File: src/rtl/time_set_pkg.sv
// Shared types and constants for the time-setting controller.
package time_set_pkg;

  typedef enum logic [2:0] {
    StIdle,
    StEditH,
    StEditM,
    StEditS,
    StWrH,
    StWrM,
    StWrS
  } state_e;

  // Counter load-port field select, active-low one-hot.
  localparam logic [2:0] ENA_HOUR = 3'b011;
  localparam logic [2:0] ENA_MIN  = 3'b101;
  localparam logic [2:0] ENA_SEC  = 3'b110;
  localparam logic [2:0] ENA_NONE = 3'b111;

  localparam logic [7:0] HOUR_MAX   = 8'h23;
  localparam logic [7:0] MINSEC_MAX = 8'h59;

  localparam logic [1:0] FIELD_NONE = 2'd0;
  localparam logic [1:0] FIELD_HOUR = 2'd1;
  localparam logic [1:0] FIELD_MIN  = 2'd2;
  localparam logic [1:0] FIELD_SEC  = 2'd3;

endpackage

File: src/rtl/time_set_ctrl_bcd_field_step.sv
// Combinational +/-1 step of a packed-BCD field, wrapping between 00 and max.
module bcd_field_step (
  input  logic [7:0] value,
  input  logic [7:0] max,
  input  logic       up,
  input  logic       down,
  output logic [7:0] next
);

  always_comb begin
    next = value;
    if (up && !down) begin
      if (value == max) begin
        next = 8'h00;
      end else if (value[3:0] == 4'd9) begin
        next = {value[7:4] + 4'd1, 4'd0};
      end else begin
        next = {value[7:4], value[3:0] + 4'd1};
      end
    end else if (down && !up) begin
      if (value == 8'h00) begin
        next = max;
      end else if (value[3:0] == 4'd0) begin
        next = {value[7:4] - 4'd1, 4'd9};
      end else begin
        next = {value[7:4], value[3:0] - 4'd1};
      end
    end
  end

endmodule

File: src/rtl/time_set_ctrl.sv
// Button-driven edit session over a BCD copy of h:m:s, committed to the
// counter as three back-to-back load strobes.
module time_set_ctrl
  import time_set_pkg::*;
#(
  parameter int unsigned TIMEOUT_CYCLES = 30
) (
  input  logic       clk,
  input  logic       reset,
  input  logic       btn_mode,
  input  logic       btn_up,
  input  logic       btn_down,
  input  logic       btn_set,
  input  logic [7:0] cur_hour,
  input  logic [7:0] cur_min,
  input  logic [7:0] cur_sec,
  output logic [7:0] set_time,
  output logic [2:0] enable,
  output logic       save,
  output logic       editing,
  output logic [1:0] edit_field,
  output logic [7:0] disp_hour,
  output logic [7:0] disp_min,
  output logic [7:0] disp_sec
);

  localparam int unsigned   CntW    = $clog2(TIMEOUT_CYCLES + 1);
  localparam logic [CntW-1:0] CntLast = CntW'(TIMEOUT_CYCLES - 1);

  state_e          state_q;
  logic            prev_mode_q, prev_up_q, prev_down_q, prev_set_q;
  logic [7:0]      work_hour_q, work_min_q, work_sec_q;
  logic [CntW-1:0] idle_cnt_q;

  logic       rise_mode, rise_up, rise_down, rise_set, any_rise;
  logic [7:0] step_val, step_max, step_next;

  assign rise_mode = btn_mode & ~prev_mode_q;
  assign rise_up   = btn_up   & ~prev_up_q;
  assign rise_down = btn_down & ~prev_down_q;
  assign rise_set  = btn_set  & ~prev_set_q;
  assign any_rise  = rise_mode | rise_up | rise_down | rise_set;

  always_comb begin
    step_val = work_hour_q;
    step_max = HOUR_MAX;
    case (state_q)
      StEditM: begin
        step_val = work_min_q;
        step_max = MINSEC_MAX;
      end
      StEditS: begin
        step_val = work_sec_q;
        step_max = MINSEC_MAX;
      end
      default: ;
    endcase
  end

  bcd_field_step u_step (
    .value (step_val),
    .max   (step_max),
    .up    (rise_up),
    .down  (rise_down),
    .next  (step_next)
  );

  always_ff @(posedge clk or posedge reset) begin
    if (reset) begin
      state_q     <= StIdle;
      prev_mode_q <= 1'b1;
      prev_up_q   <= 1'b1;
      prev_down_q <= 1'b1;
      prev_set_q  <= 1'b1;
      work_hour_q <= 8'h00;
      work_min_q  <= 8'h00;
      work_sec_q  <= 8'h00;
      idle_cnt_q  <= '0;
      save        <= 1'b0;
      enable      <= ENA_NONE;
      set_time    <= 8'h00;
      editing     <= 1'b0;
      edit_field  <= FIELD_NONE;
    end else begin
      prev_mode_q <= btn_mode;
      prev_up_q   <= btn_up;
      prev_down_q <= btn_down;
      prev_set_q  <= btn_set;
      case (state_q)
        StIdle: begin
          if (rise_mode) begin
            state_q     <= StEditH;
            work_hour_q <= cur_hour;
            work_min_q  <= cur_min;
            work_sec_q  <= cur_sec;
            idle_cnt_q  <= '0;
            editing     <= 1'b1;
            edit_field  <= FIELD_HOUR;
          end
        end
        StEditH, StEditM, StEditS: begin
          if (rise_set) begin
            // Commit wins over any other edge in the same cycle.
            state_q    <= StWrH;
            idle_cnt_q <= '0;
            save       <= 1'b1;
            enable     <= ENA_HOUR;
            set_time   <= work_hour_q;
            editing    <= 1'b0;
            edit_field <= FIELD_NONE;
          end else if (any_rise) begin
            idle_cnt_q <= '0;
            if (rise_up || rise_down) begin
              case (state_q)
                StEditH: work_hour_q <= step_next;
                StEditM: work_min_q  <= step_next;
                default: work_sec_q  <= step_next;
              endcase
            end
            if (rise_mode) begin
              case (state_q)
                StEditH: begin
                  state_q    <= StEditM;
                  edit_field <= FIELD_MIN;
                end
                StEditM: begin
                  state_q    <= StEditS;
                  edit_field <= FIELD_SEC;
                end
                default: begin
                  state_q    <= StEditH;
                  edit_field <= FIELD_HOUR;
                end
              endcase
            end
          end else if (idle_cnt_q == CntLast) begin
            state_q    <= StIdle;
            idle_cnt_q <= '0;
            editing    <= 1'b0;
            edit_field <= FIELD_NONE;
          end else begin
            idle_cnt_q <= idle_cnt_q + CntW'(1);
          end
        end
        StWrH: begin
          state_q  <= StWrM;
          enable   <= ENA_MIN;
          set_time <= work_min_q;
        end
        StWrM: begin
          state_q  <= StWrS;
          enable   <= ENA_SEC;
          set_time <= work_sec_q;
        end
        StWrS: begin
          state_q  <= StIdle;
          save     <= 1'b0;
          enable   <= ENA_NONE;
          set_time <= 8'h00;
        end
        default: state_q <= StIdle;
      endcase
    end
  end

  always_comb begin
    if (state_q == StIdle) begin
      disp_hour = cur_hour;
      disp_min  = cur_min;
      disp_sec  = cur_sec;
    end else begin
      disp_hour = work_hour_q;
      disp_min  = work_min_q;
      disp_sec  = work_sec_q;
    end
  end

endmodule

File: config.mk
export PLATFORM = sky130hd
export DESIGN_NAME = time_set_ctrl
export DESIGN_NICKNAME = d
export VERILOG_FILES = /design/src/rtl/time_set_pkg.sv /design/src/rtl/time_set_ctrl_bcd_field_step.sv /design/src/rtl/time_set_ctrl.sv
export SDC_FILE = /design/constraint.sdc
export NUM_CORES = 1
export LEC_CHECK = 0
export BUFFER_PORTS_ARGS = -buffer_cell sky130_fd_sc_hd__buf_4
export CAP_MARGIN = 20
export CORE_ASPECT_RATIO = 0.5
export CORE_MARGIN = 3
export CORE_UTILIZATION = 45
export DETAILED_ROUTE_END_ITERATION = 6
export GPL_ROUTABILITY_DRIVEN = 0
export PLACE_DENSITY = 0.67
export SKIP_CTS_REPAIR_TIMING = 1
export SYNTH_ARGS = -nofsm -noshare
export SYNTH_HDL_FRONTEND = slang
export SYNTH_SLANG_ARGS = --single-unit
File: constraint.sdc
create_clock -name clk -period 6.78 [get_ports clk]
set_input_delay 2.034 -clock clk [delete_from_list [all_inputs] [get_ports clk]]
set_output_delay 2.034 -clock clk [all_outputs]
set_load 0.02 [all_outputs]
Word-level counts from Yosys, hierarchy flattened --
Index checks and enable logic that the tools add are counted.
Storage, ports and cells: output and inout port bits 39, bits in registers 51, input port bits 30, word-level logic and storage cells 133
Cells by class: reductions and logical operators 23, add/sub/neg operators 5, bitwise operators 11, mux-type cells 59, equality and inequality tests 21
Operator list (number):
- $mux 8 | 25
- $pmux 8 s2 | 4
- $pmux 8 s4 | 1
- $pmux 3 s4 | 2
- $mux 5 | 4
- $mux 3 | 6
- $reduce_and 6->1 | 3
- $ne 2x2->1 const B | 8
- $pmux 2 s2 | 3
- $mux 2 | 5
- $pmux 5 s2 | 1
- $eq 3x3->1 const B | 3
- $add 4x1->4 const B | 2
- $eq 8x7->1 | 1
- $logic_not 8->1 | 1
- $ne 4x4->1 const B | 2
- $reduce_and 4->1 | 2
- $sub 4x1->4 const B | 2
- $mux 7 | 1
- $eq 3x2->1 const B | 2
- $ne 3x3->1 const B | 2
- $reduce_and 2->1 | 3
- $add 5x1->5 const B | 1
- $eq 5x5->1 const B | 1
- 17 further kinds | 34

Logic depth before layout (Yosys ltp) --
depth in word-level cells 12, gate-level depth with buffers 11, mapped depth without buffers 9

Modules after synthesis --
From an unflattened synthesis, not the netlist that was laid out.
Unflattened totals: cells, all modules 418, area, all modules 3706.1 sq um
By module, submodules not included:
- time_set_ctrl | instances 1, cells each 318, sequential area each 1285.0 sq um, area an instance 2992.9 sq um
- bcd_field_step | instances 1, cells each 100, sequential area each 0.0 sq um, area an instance 713.2 sq um

Worst setup path before layout --
No wires, ideal clock.
path type input -> output, from input cur_hour[0], to output disp_hour[0], path slack 2.407 ns, data arrival time 2.339 ns, path buffers 0, cell stages on the path 1, data required time 4.746 ns, cell sequence mux2_2
Between the ends: word-level cells in the longest chain between the ends 1
RTL lines:
- start, declared | line time_set_ctrl.sv:14 | input logic [7:0] cur_hour,
- $mux 8 | line time_set_ctrl.sv:167 | if (state_q == StIdle) begin
- end, declared | line time_set_ctrl.sv:22 | output logic [7:0] disp_hour,
No other way between the ends.

Worst setup path after layout --
Ends and elaborated chain as after synthesis.

==> flow_metrics.py <==
metrics = {
    "sta": {
        "drv_slew": 0,
        "slew_headroom": 0.300,
        "setup_viol": 0,
        "fmax_mhz": 218,
        "setup_tns_ns": 0,
        "post-route-min-period_ns": 4.60,
        "hold_viol_final": 0,
        "tightest_slew_ns": 1.04,
        "final.setup_skew_ns": 0.0103,
        "fin_crit_sh": 0.678,
        "rsz0062_at_grt": "no",
    },
    "logic_synthesis": {
        "synth_fa_ha_area_frac": 0.0291,
        "synth-seq-cells": 51,
        "netlist_instances": 478,
        "synth_xor_area_frac": 0.00926,
        "synth_compound_gate_area_share": 0.260,
        "synth_simple_gate_area_frac": 0.245,
        "dominantRegCellSynth": "dfrtp_1",
        "synth.distinct_cells": 63,
        "synth-async-reset-ratio": 1.00,
        "seq_area_frac_synth": 0.340,
        "synth_edf_count": 0,
        "synth_mux_area_frac": 0.0671,
        "avgSynthCellArea_um2": 7.92,
        "netlist_area_um2": 3780,
        "synth_top_family_by_area": "compound AO/OA/AOI/OAI gates",
        "yosysWarnings": 0,
        "syn-num-nets": 516,
    },
    "worst_setup_path": {
        "critPathCaptureType": "output pin",
        "arrival_ns": 2.56,
        "cp-start-kind": "input pin",
        "critical_path.max_fanout": 2,
        "timing.rr.start": "state_q[1]$_DFFE_PP0P_",
        "crit_chain": "buf_4 -> mux2_2 -> buf_4",
        "crit_start": "cur_hour[0]",
        "required_ns": 4.75,
        "critPathKind": "input pin to output pin",
        "slowest_stage": "mux2_2",
        "r2r.worst_path.cells": 9,
        "cpMostUsedCell": "buf_4",
        "slowest_delay_ns": 0.26,
        "r2r_setup_slack_ns": 2.47,
    },
    "grt": {
        "gr-total-overflow": 0,
        "grt_use_total": 0.244,
        "grt_pass1_vias": 3466,
        "grt_pass1_wl_um": 18800,
        "antenna_found_initial": 0,
        "grt_max_degree": 52,
        "busiest_layer": "met1",
        "use_met3": 0.0732,
        "use_met2": 0.331,
        "met1_usage": 0.384,
    },
    "route": {
        "drt_pass1_iterations": 5,
        "drt-initial-drc-count": 415,
        "routed_via_density": 6.00,
        "ant_nets": 0,
        "vias": 3839,
        "wl_per_cell_um": 18.3,
        "wirelength_um": 11700,
        "drc_errors": 0,
    },
    "clock_tree": {
        "root_buffer": "clkbuf_16",
        "cts_max_level": 2,
        "path_clk_slew_ns": 0.06,
        "cts_buffers": 5,
        "cts_tree": "built",
        "cts_buffer_depth": 2,
        "cts_sinks": 51,
        "clkLatencyLatePin_ns": 0.29,
    },
    "worst_hold_path": {
        "worstHoldStart": "enable[2]$_DFFE_PP1P_",
        "hold_depth": 2,
        "hp-class": "flop to flop",
    },
    "final_layout": {
        "syn2layout_area_growth_pct": 19.0,
        "drive_above_1_share": 0.220,
        "final_common_cell": "nand2_1",
        "ff_latch_area_um2": 1280,
        "nFillCells": 748,
        "multiInputGateArea_um2": 2320,
        "final_cell_mix": "94 x nand2_1, 74 x buf_4, 44 x dfrtp_1, 40 x o21ai_0, 32 x nor2_1",
        "fin_nets": 569,
        "diodes": 0,
    },
    "power_and_ir_drop": {
        "power_mw": 2.49,
        "vdd_drop_max_uv": 295,
        "power_density_nw_per_um2": 552,
        "leakage_nw": 1.96,
    },
    "die": {
        "core-area_um2": 7730,
        "rows": 22,
        "die_w_um": 136,
        "io_pins": 69,
        "start_util": 0.489,
        "dieArea_um2": 9610,
        "fp.dieH_um": 70.9,
    },
    "placed_design": {
        "portBuffers": 68,
        "hpwl_um": 8620,
    },
    "job": {
        "cap_violations": 0,
    },
    "outcome": {
        "outcome": "complete, no violations",
    },
}
## per-layer routing
metal	part of all wire	wire, µm
met2	0.40	4670
met5	0	0
met1	0.50	5800
met3	0.096	1120
met4	0.010	119
## critical path, delay by kind of cell
kind / cells / cell delay (ns)
buffers and inverters: 2 / 0.27
muxes: 1 / 0.26
## where the power goes
| part | internal (mW) | switching [mW] | total [mW] |
|---|---|---|---|
| sequential | 0.444 | 0.169 | 0.613 |
| clock | 0.147 | 0.110 | 0.257 |
| combinational | 0.626 | 0.992 | 1.62 |
| total | 1.22 | 1.27 | 2.49 |
## cell families (layout without fill, tap and decap cells)
family                     after synthesis  after routing
xor gates and xnor gates                 4              4
muxes                                   21             21
buffers and inverters                   45             99
and+or+nand+nor                        201            201
adders and majority gates                9              9
DFF                                     51             51
AOI/OAI and AO/OA                      147            147
## cells in the mapped netlist, types with 6 or more instances
library cell | number | area, µm²
nor3_1 | 14 | 70.1
dfrtp_1 | 44 | 1100
o21ai_0 | 40 | 200
dfstp_2 | 7 | 184
o211ai_1 | 7 | 52.6
ha_1 | 8 | 100
nand2b_1 | 6 | 37.5
nand2_1 | 94 | 353
a211oi_1 | 8 | 60.1
nor2_1 | 33 | 124
a21o_1 | 6 | 45.0
inv_1 | 16 | 60.1
nor2b_1 | 8 | 50.1
nand3_1 | 13 | 65.1
o31ai_1 | 7 | 52.6
nor4_1 | 7 | 43.8
a31oi_1 | 11 | 68.8
a21oi_1 | 29 | 145
clkbuf_1 | 19 | 71.3
mux2_2 | 11 | 124
## state kept, by name (all words and copies together) (netlist names)
register	count
idle_cnt_q	5
prev_set_q	1
work_min_q	8
edit_field	2
prev_up_q	1
enable	3
editing	1
work_sec_q	8
prev_down_q	1
prev_mode_q	1
save	1
set_time	8
work_hour_q	8
state_q	3
## cell type report
| cell class | instances | share of cell area |
|---|---|---|
| Multi-Input combinational cell | 382 | 0.514 |
| Tap cell | 108 | 0.0300 |
| Sequential cell | 51 | 0.285 |
| Clock buffer | 7 | 0.0317 |
| Inverter | 16 | 0.0133 |
| Timing Repair Buffer | 75 | 0.124 |
| Clock inverter | 1 | 0.00111 |
## through the flow
step            util  instance area (µm²)  hold WS (ns)  setup WS [ns]  instances
2_1_floorplan      -                 3780         0.445           2.41        478
3_5_place_dp   0.563                 4350         0.472           2.19        631
6_report       0.582                 4510         0.499           2.18        640
5_1_grt        0.582                 4510         0.505           2.09        640
4_1_cts        0.582                 4500         0.497           2.18        639
3_3_place_gp   0.563                 4350         0.472           2.20        631
## final timing paths
kind                                                   end
worst max-delay path                          disp_hour[0]
worst min-delay path                 enable[2]$_DFFE_PP1P_
worst max register to register   work_sec_q[5]$_DFFE_PP0P_
worst min register to register       enable[2]$_DFFE_PP1P_
max in group asynchronous        idle_cnt_q[3]$_DFFE_PP0P_
min in group asynchronous       work_hour_q[5]$_DFFE_PP0P_
No activity file was read; power rests on OpenSTA's default activity.
